$ cat src/rtl/wb_arbiter.sv
// Write-back arbiter: merges the never-stalled pipeline write-back with a small FIFO of
// long-latency results onto the single register-file write port.
module wb_arbiter #(
    parameter int unsigned DEPTH = 4,
    parameter int unsigned CW    = 3
) (
    input  logic          clk,
    input  logic          rst_n,
    input  logic          pipe_we,
    input  logic [4:0]    pipe_num,
    input  logic [31:0]   pipe_data,
    input  logic          lu_valid,
    output logic          lu_ready,
    input  logic [4:0]    lu_num,
    input  logic [31:0]   lu_data,
    input  logic          flush,
    output logic          WE,
    output logic [4:0]    W_num,
    output logic [31:0]   Din,
    output logic [31:0]   pend_mask,
    output logic [CW-1:0] q_count
);

    localparam int unsigned PW = (DEPTH > 1) ? $clog2(DEPTH) : 1;

    logic [PW-1:0] rd_ptr_q, rd_ptr_d;
    logic [PW-1:0] wr_ptr_q, wr_ptr_d;
    logic [CW-1:0] count_q, count_d;

    logic [DEPTH-1:0] slot_valid_q, slot_valid_d;
    logic [4:0]       slot_num_q  [DEPTH];
    logic [4:0]       slot_num_d  [DEPTH];
    logic [31:0]      slot_data_q [DEPTH];
    logic [31:0]      slot_data_d [DEPTH];

    logic        we_q, we_d;
    logic [4:0]  w_num_q, w_num_d;
    logic [31:0] din_q, din_d;

    logic pipe_wr;
    logic xfer;
    logic enq;
    logic pop;

    assign pipe_wr  = pipe_we && (pipe_num != 5'd0);
    assign lu_ready = (32'(count_q) < DEPTH);
    assign xfer     = lu_valid && lu_ready;
    assign enq      = xfer && !flush && (lu_num != 5'd0);
    assign pop      = !pipe_wr && (count_q != '0) && !flush;

    always_comb begin
        rd_ptr_d     = rd_ptr_q;
        wr_ptr_d     = wr_ptr_q;
        count_d      = count_q;
        slot_valid_d = slot_valid_q;
        slot_num_d   = slot_num_q;
        slot_data_d  = slot_data_q;
        we_d         = 1'b0;
        w_num_d      = w_num_q;
        din_d        = din_q;

        if (flush) begin
            rd_ptr_d     = '0;
            wr_ptr_d     = '0;
            count_d      = '0;
            slot_valid_d = '0;
        end else begin
            // A younger pipeline write to the same register makes queued results stale.
            if (pipe_wr) begin
                for (int i = 0; i < DEPTH; i++) begin
                    if (slot_num_q[i] == pipe_num) begin
                        slot_valid_d[i] = 1'b0;
                    end
                end
            end
            if (pop) begin
                slot_valid_d[rd_ptr_q] = 1'b0;
                rd_ptr_d               = rd_ptr_q + 1'b1;
            end
            if (enq) begin
                slot_valid_d[wr_ptr_q] = !(pipe_wr && (lu_num == pipe_num));
                slot_num_d[wr_ptr_q]   = lu_num;
                slot_data_d[wr_ptr_q]  = lu_data;
                wr_ptr_d               = wr_ptr_q + 1'b1;
            end
            count_d = count_q + CW'(enq) - CW'(pop);
        end

        if (pipe_wr) begin
            we_d    = 1'b1;
            w_num_d = pipe_num;
            din_d   = pipe_data;
        end else if (pop && slot_valid_q[rd_ptr_q]) begin
            we_d    = 1'b1;
            w_num_d = slot_num_q[rd_ptr_q];
            din_d   = slot_data_q[rd_ptr_q];
        end
    end

    always_ff @(posedge clk or negedge rst_n) begin
        if (!rst_n) begin
            rd_ptr_q     <= '0;
            wr_ptr_q     <= '0;
            count_q      <= '0;
            slot_valid_q <= '0;
            for (int i = 0; i < DEPTH; i++) begin
                slot_num_q[i]  <= '0;
                slot_data_q[i] <= '0;
            end
            we_q    <= 1'b0;
            w_num_q <= '0;
            din_q   <= '0;
        end else begin
            rd_ptr_q     <= rd_ptr_d;
            wr_ptr_q     <= wr_ptr_d;
            count_q      <= count_d;
            slot_valid_q <= slot_valid_d;
            slot_num_q   <= slot_num_d;
            slot_data_q  <= slot_data_d;
            we_q         <= we_d;
            w_num_q      <= w_num_d;
            din_q        <= din_d;
        end
    end

    always_comb begin
        pend_mask = '0;
        for (int i = 0; i < DEPTH; i++) begin
            if (slot_valid_q[i]) begin
                pend_mask[slot_num_q[i]] = 1'b1;
            end
        end
        pend_mask[0] = 1'b0;
    end

    assign WE      = we_q;
    assign W_num   = w_num_q;
    assign Din     = din_q;
    assign q_count = count_q;

endmodule

$ cat config.mk
export PLATFORM = sky130hd
export DESIGN_NAME = wb_arbiter
export DESIGN_NICKNAME = d
export VERILOG_FILES = /design/src/rtl/wb_arbiter.sv
export SDC_FILE = /design/constraint.sdc
export NUM_CORES = 1
export LEC_CHECK = 0
export CAP_MARGIN = 20
export CORE_UTILIZATION = 35
export DETAILED_ROUTE_END_ITERATION = 10
export SLEW_MARGIN = 25
export SYNTH_ARGS = -nofsm -noshare
export SYNTH_HDL_FRONTEND = slang
export SYNTH_SLANG_ARGS = --single-unit
$ cat constraint.sdc
create_clock -name clk -period 5.68 [get_ports clk]
set_input_delay 1.136 -clock clk [delete_from_list [all_inputs] [get_ports clk]]
set_output_delay 1.136 -clock clk [all_outputs]
set_load 0.02 [all_outputs]
## Word level (Yosys, flattened, before mapping)

Cells that the tools add are included.

| storage, ports and cells | value |
|---|---|
| flip-flop bits (word level) | 197 |
| bits of input ports | 79 |
| logic and storage cells | 125 |

| operators by class | value |
|---|---|
| add/sub/neg operators | 4 |
| order comparisons | 16 |
| eq/ne operators | 5 |
| multiplexer cells | 52 |
| bitwise gates (word level) | 8 |
| reductions and logical operators | 25 |

Operators with widths:

| cell | number |
|---|---|
| $mux W32 | 9 |
| $bwmux W128 | 1 |
| $or A32 B32 Y32 | 3 |
| $bmux W32 S2 | 1 |
| $demux W32 S2 | 1 |
| $eq A5 B5 Y1 | 5 |
| $mux W5 | 5 |
| $lt A5 B6 Y1 const B | 4 |
| $mux W4 | 6 |
| $bwmux W20 | 1 |
| $demux W1 S5 | 4 |
| $ge A5 B1 Y1 const B | 4 |
| $logic_and A1 B1 Y1 | 15 |
| $mux W1 | 13 |
| $bmux W5 S2 | 1 |
| $demux W5 S2 | 1 |
| $reduce_bool A5 Y1 | 2 |
| $mux W2 | 4 |
| $ge A3 B3 Y1 const B | 2 |
| $lt A2 B3 Y1 const B | 2 |
| $not A2 Y3 | 2 |
| $reduce_bool A2 Y1 | 3 |
| $add A2 B1 Y2 const B | 2 |
| $and A4 B4 Y4 | 1 |
| other kinds (14) | 18 |

## Depth between registers and ports, before layout

Gate-level depths: netlist (run 1).

| depth | value |
|---|---|
| depth in word-level cells | 11 |
| gate-level depth with buffers | 11 |

## Least setup slack after synthesis (run 1)

Ideal clock, no wire load.

| timing path | value |
|---|---|
| path kind | input to register |
| start point | input lu_num[1] |
| end point | register count_q[2] (netlist: q_count[2]) |
| setup time | 0.130 ns |
| arrival time | 3.042 ns |
| required time | 5.550 ns |
| path slack | 2.508 ns |
| stages on the path | 9 |
| buffers on the path | 0 |
| cells stage by stage | or4_4 o211ai_1 ha_1 inv_1 ha_1 inv_1 fa_1 xnor2_1 nor2_1 |

| between the ends | value |
|---|---|
| word-level cells in the longest chain between the ends | 5 |

Ends and longest elaborated chain:

| element | line | RTL |
|---|---|---|
| start, declared | 14 | `input logic [4:0] lu_num,` |
| $reduce_bool A5 Y1 | 48 | `assign enq = xfer && !flush && (lu_num != 5'd0);` |
| $logic_and A1 B1 Y1 | 48 |  |
| $add A3 B1 Y3 | 86 | `count_d = count_q + CW'(enq) - CW'(pop);` |
| $sub A3 B1 Y3 | 86 |  |
| $mux W3 | 62 | `if (flush) begin` |
| net count_d[2] | 28 | `logic [CW-1:0] count_q, count_d;` |
| end signal, assigned | 116 | `count_q <= count_d;` |
| end, declared | 28 |  |

The timed path passes the listed nets, and every way through them passes these cells.
A chain may end at the register's enable or synchronous reset.

## Worst setup path in the final report (run 1)

| timing path | value |
|---|---|
| start point | register slot_num_q[11] in the netlist's numbering |
| end point | output pend_mask[10] |

| between the ends | value |
|---|---|
| word-level cells in the longest chain between the ends | 10 |
| elaborated cells on any way between the ends | 11 |
| classes of those cells | 2 x order compare; 5 x mux; 3 x bitwise; 1 x reduce/logical |

Ends and longest elaborated chain:

| element | line | RTL |
|---|---|---|
| start, declared | 31 | `logic [4:0] slot_num_q [DEPTH];` |
| start signal, assigned | 118 | `slot_num_q <= slot_num_d;` |
| $lt A5 B6 Y1 (implied by the code) or $ge A5 B1 Y1 (tied branches) | 130 | `pend_mask[slot_num_q[i]] = 1'b1;` |
| $logic_and A1 B1 Y1 (implied by the code) | 130 |  |
| $mux W1 (implied by the code) | 130 |  |
| $demux W1 S5 (*) | 130 |  |
| $or A32 B32 Y32 (no source line) (*) | -- |  |
| $mux W32 (*) | 129 | `if (slot_valid_q[i]) begin` |
| $or A32 B32 Y32 (no source line) | -- |  |
| $mux W32 (*) | 129 |  |
| $or A32 B32 Y32 (no source line) | -- |  |
| $mux W32 (*) | 129 |  |
| end, declared | 20 | `output logic [31:0] pend_mask,` |

Every way passes the cells marked *; elsewhere a longest branch is shown, timed or not.

==> results of run 1 <==
-- path summary, 6_finish.rpt --
kind	startpoint	endpoint	slack, ps	cells past startpoint
max in group asynchronous	rst_n	slot_data_q[69]	3910	2
hold / removal	slot_data_q[49]	slot_data_q[49]	490	1
min in group asynchronous	rst_n	slot_data_q[124]	770	1
setup / recovery	slot_num_q[11]	pend_mask[10]	1980	5
setup reg to reg	q_count[2]	q_count[2]	3030	9
hold reg to reg	slot_data_q[49]	slot_data_q[49]	490	1
-- layout make-up --
cell class	count	area (um2)	share of cell area
well taps	378	473.0	0.03755
flip-flops and latches	197	4932	0.3916
clock buffers	18	439.2	0.03487
diodes	1	2.502	0.0001987
multi-input cells	498	4848	0.3849
inverters	12	45.04	0.003576
repair buffers	164	1625	0.1290
clock inverters	14	230.2	0.01828
-- cells in the final DEF (no fill, tap or decap), types with 4 or more instances in the layout --
| master | instances |
|---|---|
| clkbuf_16 | 17 |
| a22oi_1 | 17 |
| ha_1 | 10 |
| clkdlybuf4s50_1 | 150 |
| nand2_1 | 8 |
| or3b_2 | 5 |
| nor3b_1 | 6 |
| mux2i_1 | 38 |
| buf_4 | 12 |
| or3_1 | 4 |
| and3b_1 | 6 |
| a21oi_1 | 37 |
| mux4_2 | 38 |
| mux2_2 | 147 |
| bufinv_16 | 5 |
| a221o_1 | 14 |
| xor2_1 | 11 |
| and3_1 | 4 |
| o2111ai_1 | 4 |
| nand3b_1 | 10 |
| o2111ai_4 | 4 |
| inv_6 | 6 |
| dfrtp_1 | 195 |
| nor2_1 | 51 |
| nand3_1 | 11 |
| o221ai_1 | 17 |
| nor4_1 | 4 |
| o22ai_1 | 18 |
| xnor2_1 | 17 |
| inv_1 | 12 |
-- cell families (layout without fill, tap and decap cells) --
kind of cell | Yosys count | in the layout | synth area share
mux | 225 | 225 | 0.2891
flops | 197 | 197 | 0.4891
compound gates | 117 | 117 | 0.08577
simple gates | 116 | 116 | 0.06107
buf+inv | 74 | 208 | 0.03587
xor+xnor | 28 | 28 | 0.02433
fa+ha+maj | 11 | 11 | 0.01440
other cells | 1 | 2 | 0.0003720
-- power by group through the flow --
stage,sequential [mW],clock (mW),combinational (mW)
3_5_place_dp,2.44,0,1.70
4_1_cts,2.42,1.41,1.70
3_3_place_gp,2.43,0,1.66
5_1_grt,2.51,1.46,1.84
6_report,2.43,1.37,1.68
2_1_floorplan,2.24,0,1.32
-- layer usage --
layer | vias up | GRT usage | routed length [um]
li1 | 3135 | - | -
met1 | 3609 | 0.2456 | 11490
met2 | 231 | 0.2924 | 12130
met3 | 46 | 0.03843 | 1441
met4 | 2 | 0.05590 | 391
met5 | - | 0 | 17
-- sequential cells by signal (all words and copies together), names as in the netlist --
name and flops:
slot_data_q 128, Din 32, rd_ptr_q 2, slot_valid_q 4, W_num 5, q_count 3
WE 1, slot_num_q 20, wr_ptr_q 2
-- Yosys cell counts, drive strengths merged, types with 10 or more instances --
cell    instances  area (um2)
a21oi          37       185.2
mux2i          38       380.4
xor2           11       96.34
inv            12       45.04
dfrtp         197        4930
a221o          14       140.1
o22ai          18       112.6
nand3b         10       75.07
clkbuf         29       108.9
ha             10       125.1
nand3          12       60.06
buf            33       207.7
mux4           38       855.8
nor2           51       191.4
mux2          149        1678
o221ai         17       148.9
xnor2          17       148.9
a22oi          17       127.6
-- critical path: stages, from the launching register on --
cell and delay, ps:
dfrtp_1 490, nand2_1 80, nor2_1 620, a22oi_1 140
o221ai_1 130, clkdlybuf4s50_1 660
-- metrics by stage --
step	util	std cells
after CTS	0.4482	1281
after global routing	0.4484	1281
after floorplan	-	769
after global placement	0.4242	1249
final	0.4485	1282
after detailed placement	0.4244	1249
==> results.ini, run 1 <==
[clocking]
clockBufferDepth = 2
ctsHoldBuffers = 0
cts_setup_buffers = 0
ctsResizeCount = 0
cts.sinks = 197
htreeDepth = 4
path_clk_slew_ps = 70
root_buffer = clkbuf_16
cts_tree = done
clock_latency_ps = 430
numCtsBuffers = 17

[worst_setup_path]
worstSetupEndpointType = output pin
worstPathMaxFanout = 8
cp.required_ps = 4540
crit_arrival_ps = 2560
start_kind = flop
path_class = flop to output pin

[power_and_ir_drop]
sw_frac_of_total = 0.3137
p_total_mw = 5.483
p_int_mw = 3.763
p_clk_frac = 0.250
power.density_nw_per_um2 = 435.3
total_leakage_power_nw = 5.318
ir_drop_mv = 0.2257
p_sw_mw = 1.720
share_comb_of_total_power = 0.306
p_seq_frac = 0.444

[global_route]
grt_pass1_vias = 7254
grt_max_degree = 105
track_usage = 0.1821
antenna_found_initial = 1
grt_pass1_wl_um = 41140
grt_overflow = 0

[synthesis]
synth_nets = 859
synth_edf_count = 0
yosysWarnings = 0
yosysUniqueCellTypes = 41
syn_area_um2 = 10080
synth-seq-cells = 197
ys_seq_area_frac = 0.4891
avgSynthCellArea_um2 = 13.11
async_flop_share = 1.000
syn_inst = 769
ys.flop_type = dfrtp_1

[floorplanning]
core_um2 = 28090
die-area_um2 = 29480
rows = 61
io_pins = 153
die_x_um = 171.7
start_util = 0.3589
die_h_um = 171.7

[sta]
fin_crit_sh = 0.6508
whs_ps = 488.8
fin_ws_ps = 1984
setup-tns-final_ps = 0
fin_crit_ps = 3696
rsz0062_at_grt = false
hold_viol_final = 0
finalMaxSlewViolations = 0
max_slew_margin = 0.3934
setup_viol = 0
worstMarginPinSlew_ps = 908.9
fmax_mhz = 270.5
fin_skew_ps = 14.37

[placement]
portBuffers = 151
dp.final_hpwl_um = 16830
pre_cts_slack_ps = 1659
place_area_um2 = 11920
gp_congestion = 0.8389

[finish]
syn_to_final_growth_pct = 24.96
final_nets = 980
fillers = 2609
stdcell_area_um2 = 12600
drive_above_1_share = 0.2735

[route]
wl_per_cell_um = 19.87
num_vias = 7023
routed_wl_um = 25470
firstDrtPassIters = 6
routed_via_density = 5.478
drcViolationCount = 0
ant_nets = 0
drtIter0Drc = 485

[flow_run]
maxCapViolCount = 0

[min_path]
min_path_type = flop to flop

[status]
outcome = finished clean

Power figures use the tool's default switching activity.
==> inputs of run 2 (changes only) <==
==> constraint.sdc (replaced) <==
create_clock -name clk -period 3.5 [get_ports clk]
set_input_delay 0.7 -clock clk [delete_from_list [all_inputs] [get_ports clk]]
set_output_delay 0.7 -clock clk [all_outputs]
set_load 0.02 [all_outputs]
==> results.ini, run 2 (same netlist as run 1, synthesis figures left out) <==
[status]
outcome = finished clean  ; unchanged

[placement]
place_area_um2 = 12130  ; was 11920 um2
gp_congestion = 0.8384  ; was 0.8389
portBuffers = 151  ; unchanged
dp.final_hpwl_um = 16470  ; was 16830 um

[worst_setup_path]
path_class = flop to output pin  ; unchanged
critPathLaunch = slot_num_q[15]  ; was slot_num_q[11]
worstSetupEndpointType = output pin  ; unchanged
r2r-start = q_count[2]  ; unchanged
crit_arrival_ps = 2560  ; about the same
start_kind = flop  ; unchanged
reg2reg_slack_ps = 1220  ; was 3030 ps
cp.required_ps = 2800  ; was 4540 ps
worstPathMaxFanout = 8  ; unchanged

[clocking]
htreeDepth = 4  ; unchanged
clockBufferDepth = 2  ; unchanged
path_clk_slew_ps = 70  ; about the same
cts_setup_buffers = 0  ; unchanged
ctsResizeCount = 0  ; unchanged
ctsHoldBuffers = 0  ; unchanged
numCtsBuffers = 17  ; unchanged
cts_tree = done  ; unchanged
root_buffer = clkbuf_16  ; unchanged
clock_latency_ps = 430  ; about the same
cts.sinks = 197  ; unchanged

[sta]
worstMarginPinSlew_ps = 857.6  ; was 908.9 ps
fin_crit_sh = 0.9309
fmax_mhz = 306.9
max_slew_margin = 0.4283  ; was 0.3934
rsz0062_at_grt = false  ; unchanged
setup_viol = 0  ; unchanged
fin_skew_ps = 13.32  ; was 14.37 ps
setup-tns-final_ps = 0  ; unchanged
whs_ps = 285.9  ; was 488.8 ps
fin_crit_ps = 3258
finalMaxSlewViolations = 0  ; unchanged
hold_viol_final = 0  ; unchanged

[global_route]
antenna_found_initial = 1  ; unchanged
grt_overflow = 0  ; unchanged
grt_max_degree = 119  ; was 105
grt_pass1_vias = 7159  ; was 7254
grt_pass1_wl_um = 40280  ; was 41140 um
track_usage = 0.1796  ; was 0.1821

[finish]
final_common_cell = dfrtp_1  ; unchanged
mostFrequentLayoutCells = dfrtp_1, clkdlybuf4s50_1, mux2_2  ; unchanged
final_nets = 1000  ; was 980
stdcell_area_um2 = 12730  ; was 12600 um2
largest_register_ffs = 128  ; unchanged
drive_above_1_share = 0.2849  ; was 0.2735
syn_to_final_growth_pct = 26.32  ; was 24.96%
regMostFlops = slot_data_q  ; unchanged
fillers = 2631  ; was 2609
num_antenna_cells = 0  ; was 1

[flow_run]
maxCapViolCount = 0  ; unchanged

[route]
routed_wl_um = 25380  ; was 25470 um
wl_per_cell_um = 19.51  ; was 19.87 um
drcViolationCount = 0  ; unchanged
firstDrtPassIters = 5  ; was 6
routed_via_density = 5.401  ; was 5.478
drtIter0Drc = 527  ; was 485
num_vias = 7027  ; was 7023
ant_nets = 0  ; unchanged

[floorplanning]
start_util = 0.3589  ; unchanged
die_x_um = 171.7  ; unchanged
core_um2 = 28090  ; unchanged
rows = 61  ; unchanged
die-area_um2 = 29480  ; unchanged
die_h_um = 171.7  ; unchanged
io_pins = 153  ; unchanged

[power_and_ir_drop]
ir_drop_mv = 0.2468  ; was 0.2257 mV
total_leakage_power_nw = 5.401  ; was 5.318 nW
power.density_nw_per_um2 = 683.9  ; was 435.3 nW/um2

[min_path]
min_path_type = input port to asynchronous set/reset pin  ; was flop to flop

-- run 2: cell types whose count changed in the layout (fill, tap and decap cells not counted), moves of 2 or more --
cell	delta
nor3b_1	+2
clkinv_4	+2
buf_4	+15
clkinvlp_4	+2
nor3b_2	-2
clkbuf_1	+2
inv_6	-4
buf_12	+5
bufinv_16	-2
-- run 2: layout make-up --
type / count / area, um2 / area share
flip-flops and latches: 197 / 4932 / 0.3874
multi-input cells: 498 / 4838 / 0.3800
repair buffers: 184 / 1838 / 0.1444
well taps: 378 / 473.0 / 0.03715
clock buffers: 19 / 432.9 / 0.03400
clock inverters: 13 / 172.7 / 0.01356
inverters: 12 / 45.04 / 0.003538
-- run 2: where the power goes --
group          total (mW)  internal, mW  switching [mW]
registers            3.92          3.17           0.748
logic                2.76          1.66            1.10
clock network        2.03          1.14           0.891
-- run 2: worst paths after layout --
kind	cells after the start	end
min reg2reg	1	slot_data_q[35]
max reg2reg	10	q_count[2]
min	2	slot_data_q[92]
min in group clk	1	slot_data_q[35]
max in group asynchronous	2	rd_ptr_q[1]
max	5	pend_mask[17]
-- run 2: metrics by stage --
step / instances / utilization / power [mW] / worst slack (ps)
floorplan: 769 / - / 5.770 / 764.1
global placement: 1269 / 0.4318 / 6.639 / 289.5
detailed placement: 1269 / 0.4318 / 6.728 / 254.4
CTS: 1301 / 0.4533 / 8.789 / 249.3
global route: 1301 / 0.4533 / 9.227 / 133.0
finish: 1301 / 0.4533 / 8.708 / 241.8
-- run 2: critical path, cell delays in order, from the launching register on --
cell and delay, ps:
dfrtp_1 470, nand2_1 70, nor2_1 590, a22oi_1 200, o221ai_1 140, clkdlybuf4s50_1 650
-- run 2: per-layer routing --
metal,GRT usage,routed length (um),vias up,part of all wire
met1,0.2429,11420,3581,0.45
li1,-,-,3174,-
met4,0.06095,491,2,0.019
met5,0,13,-,0.00051
met2,0.2845,12100,228,0.48
met3,0.03866,1349,42,0.053
==> inputs of run 3 (changes only) <==
--- a/config.mk
+++ b/config.mk
@@ -8,6 +8,7 @@
 export CAP_MARGIN = 20
 export CORE_UTILIZATION = 35
 export DETAILED_ROUTE_END_ITERATION = 10
+export HOLD_SLACK_MARGIN = 0.15
 export SLEW_MARGIN = 25
 export SYNTH_ARGS = -nofsm -noshare
 export SYNTH_HDL_FRONTEND = slang
==> results of run 3 <==
No change in the layout: final DEF, timing and power equal those of run 2.
